## config.mk

```make
export PLATFORM = sky130hd
export DESIGN_NAME = battle_sprite_ctrl
export DESIGN_NICKNAME = d
export VERILOG_FILES = /design/src/rtl/battle_pkg.sv /design/src/rtl/frame_debouncer.sv /design/src/rtl/battle_sprite_ctrl.sv
export SDC_FILE = /design/constraint.sdc
export NUM_CORES = 1
export LEC_CHECK = 0
export CAP_MARGIN = 25
export CORE_MARGIN = 2
export CORE_UTILIZATION = 60
export DETAILED_ROUTE_END_ITERATION = 7
export PLACE_DENSITY_LB_ADDON = 0.15
export SETUP_SLACK_MARGIN = 0.02
export SYNTH_ARGS = -nofsm -noshare
export SYNTH_HDL_FRONTEND = slang
export SYNTH_SLANG_ARGS = --single-unit
export TNS_END_PERCENT = 20
```

## constraint.sdc

```tcl
create_clock -name clk -period 4.4 [get_ports clk]
set_clock_uncertainty 0.15 [all_clocks]
set_input_delay 0.88 -clock clk [delete_from_list [all_inputs] [get_ports clk]]
set_output_delay 0.88 -clock clk [all_outputs]
set_load 0.01 [all_outputs]
```

## src/rtl/battle_pkg.sv

```systemverilog
// Shared battle-screen constants: visible bounds, sprite size, switch map and attack FSM encoding.
package battle_pkg;

    localparam int unsigned H_VIS_START = 144;
    localparam int unsigned H_VIS_END   = 783;
    localparam int unsigned V_VIS_START = 31;
    localparam int unsigned V_VIS_END   = 510;

    localparam int unsigned SPR_W = 32;
    localparam int unsigned SPR_H = 48;

    localparam int unsigned POS_W = 10;
    localparam int unsigned EXT_W = POS_W + 1;
    localparam int unsigned SW_W  = 7;

    localparam int unsigned SW_UP       = 0;
    localparam int unsigned SW_DOWN     = 1;
    localparam int unsigned SW_LEFT     = 2;
    localparam int unsigned SW_RIGHT    = 3;
    localparam int unsigned SW_ATTACK   = 4;
    localparam int unsigned SW_BOOST    = 5;
    localparam int unsigned SW_RECENTRE = 6;

    typedef enum logic [1:0] {
        ST_IDLE     = 2'd0,
        ST_LUNGE    = 2'd1,
        ST_RETURN   = 2'd2,
        ST_COOLDOWN = 2'd3
    } atk_state_e;

endpackage

```

## src/rtl/frame_debouncer.sv

```systemverilog
// Synchronises vs and the switches, emits a 1-clk frame tick on vs rise and
// debounces each switch over consecutive frame samples.
module frame_debouncer
    import battle_pkg::*;
#(
    parameter int unsigned DEB_FRAMES = 2
) (
    input  logic            clk,
    input  logic            rst,
    input  logic [SW_W-1:0] switch_i,
    input  logic            vs_i,
    output logic            tick_o,
    output logic [SW_W-1:0] sw_deb_o
);

    localparam int unsigned DCNT_W = (DEB_FRAMES > 1) ? $clog2(DEB_FRAMES) : 1;

    logic [SW_W-1:0]   sw_s1_q, sw_s2_q;
    logic              vs_s1_q, vs_s2_q, vs_prev_q;
    logic              tick_q;
    logic              tick_c;
    logic [SW_W-1:0]   deb_q, deb_d;
    logic [DCNT_W-1:0] cnt_q [SW_W];
    logic [DCNT_W-1:0] cnt_d [SW_W];

    assign tick_c = vs_s2_q & ~vs_prev_q;

    always_ff @(posedge clk or posedge rst) begin
        if (rst) begin
            sw_s1_q   <= '0;
            sw_s2_q   <= '0;
            vs_s1_q   <= 1'b0;
            vs_s2_q   <= 1'b0;
            vs_prev_q <= 1'b0;
            tick_q    <= 1'b0;
            deb_q     <= '0;
            for (int i = 0; i < int'(SW_W); i++) cnt_q[i] <= '0;
        end else begin
            sw_s1_q   <= switch_i;
            sw_s2_q   <= sw_s1_q;
            vs_s1_q   <= vs_i;
            vs_s2_q   <= vs_s1_q;
            vs_prev_q <= vs_s2_q;
            tick_q    <= tick_c;
            deb_q     <= deb_d;
            for (int i = 0; i < int'(SW_W); i++) cnt_q[i] <= cnt_d[i];
        end
    end

    // A bit flips only after DEB_FRAMES consecutive disagreeing samples.
    always_comb begin
        deb_d = deb_q;
        for (int i = 0; i < int'(SW_W); i++) cnt_d[i] = cnt_q[i];
        if (tick_c) begin
            for (int i = 0; i < int'(SW_W); i++) begin
                if (sw_s2_q[i] == deb_q[i]) begin
                    cnt_d[i] = '0;
                end else if (cnt_q[i] == DCNT_W'(DEB_FRAMES - 1)) begin
                    deb_d[i] = sw_s2_q[i];
                    cnt_d[i] = '0;
                end else begin
                    cnt_d[i] = cnt_q[i] + DCNT_W'(1);
                end
            end
        end
    end

    assign tick_o   = tick_q;
    assign sw_deb_o = deb_q;

endmodule

```

## src/rtl/battle_sprite_ctrl.sv

```systemverilog
// Battle sprite position, walk animation and attack lunge, updated once per frame tick.
module battle_sprite_ctrl
    import battle_pkg::*;
#(
    parameter int unsigned X_INIT       = 200,
    parameter int unsigned Y_INIT       = 400,
    parameter int unsigned X_MIN        = H_VIS_START,
    parameter int unsigned X_MAX        = H_VIS_END - SPR_W + 1,
    parameter int unsigned Y_MIN        = V_VIS_START,
    parameter int unsigned Y_MAX        = V_VIS_END - SPR_H + 1,
    parameter int unsigned STEP         = 2,
    parameter int unsigned DEB_FRAMES   = 2,
    parameter int unsigned LUNGE_STEP   = 8,
    parameter int unsigned LUNGE_FRAMES = 4,
    parameter int unsigned COOL_FRAMES  = 8,
    parameter int unsigned ANIM_FRAMES  = 8
) (
    input  logic             clk,
    input  logic             rst,
    input  logic [SW_W-1:0]  switch,
    input  logic             vs,
    output logic [POS_W-1:0] sprite_x,
    output logic [POS_W-1:0] sprite_y,
    output logic             anim_phase,
    output logic             attack_pulse,
    output logic             busy
);

    localparam int unsigned FCNT_MAX = (COOL_FRAMES > LUNGE_FRAMES) ? COOL_FRAMES : LUNGE_FRAMES;
    localparam int unsigned FCNT_W   = $clog2(FCNT_MAX + 1);
    localparam int unsigned ANIM_W   = (ANIM_FRAMES > 1) ? $clog2(ANIM_FRAMES) : 1;

    logic            tick;
    logic [SW_W-1:0] sw_deb;

    frame_debouncer #(.DEB_FRAMES(DEB_FRAMES)) u_frame_debouncer (
        .clk      (clk),
        .rst      (rst),
        .switch_i (switch),
        .vs_i     (vs),
        .tick_o   (tick),
        .sw_deb_o (sw_deb)
    );

    atk_state_e        state_q, state_d;
    logic [POS_W-1:0]  x_q, x_d, y_q, y_d, home_q, home_d;
    logic [FCNT_W-1:0] fcnt_q, fcnt_d;
    logic [ANIM_W-1:0] acnt_q, acnt_d;
    logic              anim_q, anim_d;
    logic              pulse_q, pulse_d;
    logic              busy_q, busy_d;
    logic              atk_prev_q, atk_prev_d;

    // Movement datapath: signed delta, then clamp to the legal box.
    logic signed [EXT_W-1:0] step_s, dx_s, dy_s, nx_s, ny_s;
    logic [POS_W-1:0]        x_mv, y_mv, x_lunge, x_ret;
    logic                    moving;

    always_comb begin
        step_s = sw_deb[SW_BOOST] ? $signed(EXT_W'(2 * STEP)) : $signed(EXT_W'(STEP));
        dx_s   = '0;
        dy_s   = '0;
        if (sw_deb[SW_RIGHT] && !sw_deb[SW_LEFT]) dx_s = step_s;
        if (sw_deb[SW_LEFT] && !sw_deb[SW_RIGHT]) dx_s = -step_s;
        if (sw_deb[SW_DOWN] && !sw_deb[SW_UP])    dy_s = step_s;
        if (sw_deb[SW_UP] && !sw_deb[SW_DOWN])    dy_s = -step_s;
        moving = (dx_s != '0) || (dy_s != '0);
        nx_s   = $signed({1'b0, x_q}) + dx_s;
        ny_s   = $signed({1'b0, y_q}) + dy_s;

        if (nx_s < $signed(EXT_W'(X_MIN)))      x_mv = POS_W'(X_MIN);
        else if (nx_s > $signed(EXT_W'(X_MAX))) x_mv = POS_W'(X_MAX);
        else                                    x_mv = nx_s[POS_W-1:0];

        if (ny_s < $signed(EXT_W'(Y_MIN)))      y_mv = POS_W'(Y_MIN);
        else if (ny_s > $signed(EXT_W'(Y_MAX))) y_mv = POS_W'(Y_MAX);
        else                                    y_mv = ny_s[POS_W-1:0];

        x_lunge = (({1'b0, x_q} + EXT_W'(LUNGE_STEP)) > EXT_W'(X_MAX))
                  ? POS_W'(X_MAX) : x_q + POS_W'(LUNGE_STEP);
        x_ret   = ({1'b0, x_q} < ({1'b0, home_q} + EXT_W'(LUNGE_STEP)))
                  ? home_q : x_q - POS_W'(LUNGE_STEP);
    end

    always_ff @(posedge clk or posedge rst) begin
        if (rst) begin
            state_q    <= ST_IDLE;
            x_q        <= POS_W'(X_INIT);
            y_q        <= POS_W'(Y_INIT);
            home_q     <= POS_W'(X_INIT);
            fcnt_q     <= '0;
            acnt_q     <= '0;
            anim_q     <= 1'b0;
            pulse_q    <= 1'b0;
            busy_q     <= 1'b0;
            atk_prev_q <= 1'b0;
        end else begin
            state_q    <= state_d;
            x_q        <= x_d;
            y_q        <= y_d;
            home_q     <= home_d;
            fcnt_q     <= fcnt_d;
            acnt_q     <= acnt_d;
            anim_q     <= anim_d;
            pulse_q    <= pulse_d;
            busy_q     <= busy_d;
            atk_prev_q <= atk_prev_d;
        end
    end

    // Attack FSM and per-tick position/animation update.
    always_comb begin
        state_d    = state_q;
        x_d        = x_q;
        y_d        = y_q;
        home_d     = home_q;
        fcnt_d     = fcnt_q;
        acnt_d     = acnt_q;
        anim_d     = anim_q;
        pulse_d    = 1'b0;
        atk_prev_d = atk_prev_q;

        if (tick) begin
            atk_prev_d = sw_deb[SW_ATTACK];
            if (sw_deb[SW_RECENTRE]) begin
                state_d = ST_IDLE;
                x_d     = POS_W'(X_INIT);
                y_d     = POS_W'(Y_INIT);
                fcnt_d  = '0;
            end else begin
                case (state_q)
                    ST_IDLE: begin
                        if (sw_deb[SW_ATTACK] && !atk_prev_q) begin
                            state_d = ST_LUNGE;
                            home_d  = x_q;
                            pulse_d = 1'b1;
                            fcnt_d  = FCNT_W'(LUNGE_FRAMES);
                        end else begin
                            x_d = x_mv;
                            y_d = y_mv;
                            if (moving) begin
                                if (acnt_q == ANIM_W'(ANIM_FRAMES - 1)) begin
                                    acnt_d = '0;
                                    anim_d = ~anim_q;
                                end else begin
                                    acnt_d = acnt_q + ANIM_W'(1);
                                end
                            end
                        end
                    end
                    ST_LUNGE: begin
                        x_d    = x_lunge;
                        fcnt_d = fcnt_q - FCNT_W'(1);
                        if (fcnt_d == '0) begin
                            state_d = ST_RETURN;
                            fcnt_d  = FCNT_W'(LUNGE_FRAMES);
                        end
                    end
                    ST_RETURN: begin
                        x_d    = x_ret;
                        fcnt_d = fcnt_q - FCNT_W'(1);
                        if (fcnt_d == '0) begin
                            x_d     = home_q;
                            state_d = ST_COOLDOWN;
                            fcnt_d  = FCNT_W'(COOL_FRAMES);
                        end
                    end
                    ST_COOLDOWN: begin
                        fcnt_d = fcnt_q - FCNT_W'(1);
                        if (fcnt_d == '0) state_d = ST_IDLE;
                    end
                    default: state_d = ST_IDLE;
                endcase
            end
        end

        busy_d = (state_d != ST_IDLE);
    end

    assign sprite_x     = x_q;
    assign sprite_y     = y_q;
    assign anim_phase   = anim_q;
    assign attack_pulse = pulse_q;
    assign busy         = busy_q;

endmodule

```

==> qor.yml, run 1 <==
cts_resized: 0
peakVddDrop_v: 0.000527
num_rows: 34
cts.root.buffer_cell: "clkbuf_8"
slew_viol_final: 0
clkLatencyLatePin_ns: 0.35
antenna_left: 0
startpoint_type: "register"
grt_pass1_wl_um: 20300
core_region_area_um2: 8590
drtIter0Drc: 199
place.gp.congestion: 0.904
area_growth_pct: 11.1
synthFlopType: "dfrtp_1"
cts_tree: "built"
grt_pass1_vias: 4378
grt-ovfl-total: 0
diodes: 0
worstMarginPinSlew_ns: 0.951
die_w_um: 97.3
whs_ns: 0.206
ys_top_cells_by_count: "dfrtp_1, nand2_1, ha_1"
pin_count: 33
endpoint_kind: "register"
antenna_found_initial: 0
die-area_um2: 9470
outcome: "finished clean"
dp_hpwl_um: 8650
syn_inst: 557
crit_required_ns: 4.48
syn_area_per_cell_um2: 9.38
p_per_area_nw_per_um2: 825
grt_setup_unrepaired: "false"
drt_wl_total_um: 11800
post_drt_wl_per_cell_um: 17.0
finalSetupViolCount: 0
fin_setup_tns_ns: 0
max-slew-margin-rel: 0.364
cts.path.max_buffers: 2
grtUsageTotal: 0.259
p_comb_frac: 0.627
drt-vias-per-instance: 6.28
total_power_w: 0.00479
ys_seq_area_frac: 0.361
post-route-period-util: 0.862
ys_seq_elements: 75
multi_input_area_um2: 3130
clk_pin_slew_ns: 0.09
async_reset_ff_frac: 1.00
crit_type: "register to register"
hold_buffers: 0
fin_nets: 635
drc: 0
layout-drive-gt1-share: 0.102
drv_cap: 0
yosys.area.top_type: "dfrtp_1"
start_util: 0.608
pwr-share-seq: 0.263
internal_power_w: 0.00251
cts_setup_buffers: 0
num_vias: 4359
yosysMostFrequentCell: "dfrtp_1"
yosys-top-cells-area: "dfrtp_1, ha_1, dfstp_2"
drt_first_pass_iters: 5
grt_max_degree: 42
cts_buffers: 9
fill_cells: 687
seqCellArea_um2: 1890
port_buffers: 32
clock_power_share: 0.110
die_y_um: 97.3
min_period_ns: 3.79
finalHoldViolCount: 0
clock-sinks: 75
syn_nets: 611
synth_top_area_share: 0.316
synthDistinctLibCells: 76
worstPathMaxFanout: 10
crit_arrival_ns: 3.88
ys_warn_count: 0
htreeDepth: 3
p_sw_w: 0.00228
fmax_mhz: 264
min_path_type: "register to register"
synth_edf_count: 0
syn_area_um2: 5220
switching_share: 0.475
p_leak_nw: 2.57
-- power by group through the flow --
stage          logic [W]  registers (W)  clock network, W
6_report         0.00300        0.00126          0.000526
4_1_cts          0.00298        0.00126          0.000538
5_1_grt          0.00335        0.00130          0.000563
3_3_place_gp     0.00286        0.00125                 0
2_1_floorplan    0.00235        0.00117                 0
3_5_place_dp     0.00295        0.00126                 0
-- cell type report --
type	count	share of cell area
sequential	75	0.325
multi-input combinational	434	0.539
clock buffer	9	0.0213
timing repair buffer	35	0.0612
inverter	26	0.0168
tap	108	0.0233
clock inverter	7	0.0129
-- metal layers --
metal / track usage / wire length, um / vias to the layer above / part of all wire
met5: 0 / 0 / - / 0
met4: 0.0908 / 199 / 0 / 0.017
met3: 0.0309 / 560 / 18 / 0.048
met2: 0.438 / 5740 / 123 / 0.49
met1: 0.348 / 5290 / 2113 / 0.45
li1: - / - / 2105 / -
-- cells by family after synthesis --
kind of cell | Yosys count | synth area share
AOI/OAI and AO/OA | 163 | 0.224
xor gates and xnor gates | 31 | 0.0520
adders and majority gates | 44 | 0.108
buffers and inverters | 48 | 0.0393
DFF | 75 | 0.361
muxes | 21 | 0.0438
and+or+nand+nor | 175 | 0.171
-- critical path, stage by stage (launching register included) --
cell and delay [ns]:
dfrtp_1 0.40, inv_1 0.07, ha_1 0.33, nor2_1 0.17, nor2_1 0.06, ha_1 0.23, fa_1 0.42, a211oi_1 0.35
nor4b_1 0.10, or3_1 0.40, and2_1 0.18, a311oi_2 0.34, a311oi_2 0.19, a221o_1 0.29
-- registers in the layout (all words and copies together) (netlist names) --
signal	flops
busy	1
anim_phase	1
home_q	10
u_frame_debouncer.vs_prev_q	1
sprite_y	10
u_frame_debouncer.sw_s1_q	7
u_frame_debouncer.vs_s2_q	1
fcnt_q	4
u_frame_debouncer.tick_o	1
u_frame_debouncer.vs_s1_q	1
sprite_x	10
u_frame_debouncer.sw_s2_q	7
atk_prev_q	1
state_q	2
u_frame_debouncer.sw_deb_o	7
acnt_q	3
attack_pulse	1
u_frame_debouncer.cnt_q	7
-- cells in the final DEF (no fill, tap or decap), types with 4 or more instances in the layout --
cell              n
a211oi_1          8
clkbuf_8          9
nor2b_1           4
o211ai_1          5
a21o_1           16
xor2_1           17
xnor2_1          14
mux2i_1           6
dfrtp_1          66
and3_1            6
o21ai_1          10
nand3_1          16
a211o_1           4
nor3_1           11
nand4b_1          4
ha_1             42
nand2_1          52
and2_1            7
a221o_1           5
clkdlybuf4s50_1  32
nand2b_1          7
mux2_2           13
nor4_1            6
a21oi_1          25
a31o_2            7
nand4_1           7
o21a_1            6
inv_1            24
nor2_1           31
o21ai_0          28
dfstp_2           9
or3_1             5
a31oi_1           4
-- metrics by stage --
step / utilization / cells / cell area (um2) / setup WS [ns]
final: 0.676 / 694 / 5810 / 0.606
after global routing: 0.676 / 694 / 5810 / 0.309
after CTS: 0.676 / 694 / 5810 / 0.622
after detailed placement: 0.652 / 678 / 5610 / 0.637
after global placement: 0.652 / 678 / 5610 / 0.770
after floorplan: - / 557 / 5220 / 0.944
-- path summary, 6_finish.rpt --
path | start | endpoint | slack (ns) | depth (start not counted)
hold reg to reg | u_frame_debouncer.vs_s1_q | u_frame_debouncer.vs_s2_q | 0.21 | 0
setup / recovery | u_frame_debouncer.sw_deb_o[1] | sprite_y[2] | 0.61 | 13
min in group asynchronous | rst | u_frame_debouncer.sw_s1_q[0] | 0.85 | 2
hold / removal | u_frame_debouncer.vs_s1_q | u_frame_debouncer.vs_s2_q | 0.21 | 0
max in group asynchronous | rst | home_q[3] | 2.50 | 3
setup reg to reg | u_frame_debouncer.sw_deb_o[1] | sprite_y[2] | 0.61 | 13
Power figures use the tool's default switching activity.
==> run 2, diff against run 1 <==
--- a/config.mk
+++ b/config.mk
@@ -5,9 +5,11 @@
 export SDC_FILE = /design/constraint.sdc
 export NUM_CORES = 1
 export LEC_CHECK = 0
+export ABC_CLOCK_PERIOD_IN_PS = 4400
 export CAP_MARGIN = 25
 export CORE_MARGIN = 2
 export CORE_UTILIZATION = 60
+export CTS_CLUSTER_DIAMETER = 60
 export DETAILED_ROUTE_END_ITERATION = 7
 export PLACE_DENSITY_LB_ADDON = 0.15
 export SETUP_SLACK_MARGIN = 0.02
==> results of run 2 <==
The final DEF is identical to that of run 1; final timing and power are the same.
==> run 3, diff against run 2 <==
--- a/config.mk
+++ b/config.mk
@@ -9,7 +9,7 @@
 export CAP_MARGIN = 25
 export CORE_MARGIN = 2
 export CORE_UTILIZATION = 60
-export CTS_CLUSTER_DIAMETER = 60
+export CTS_CLUSTER_DIAMETER = 200
 export DETAILED_ROUTE_END_ITERATION = 7
 export PLACE_DENSITY_LB_ADDON = 0.15
 export SETUP_SLACK_MARGIN = 0.02
==> results of run 3 <==
The final DEF is identical to that of run 1; final timing and power are the same.
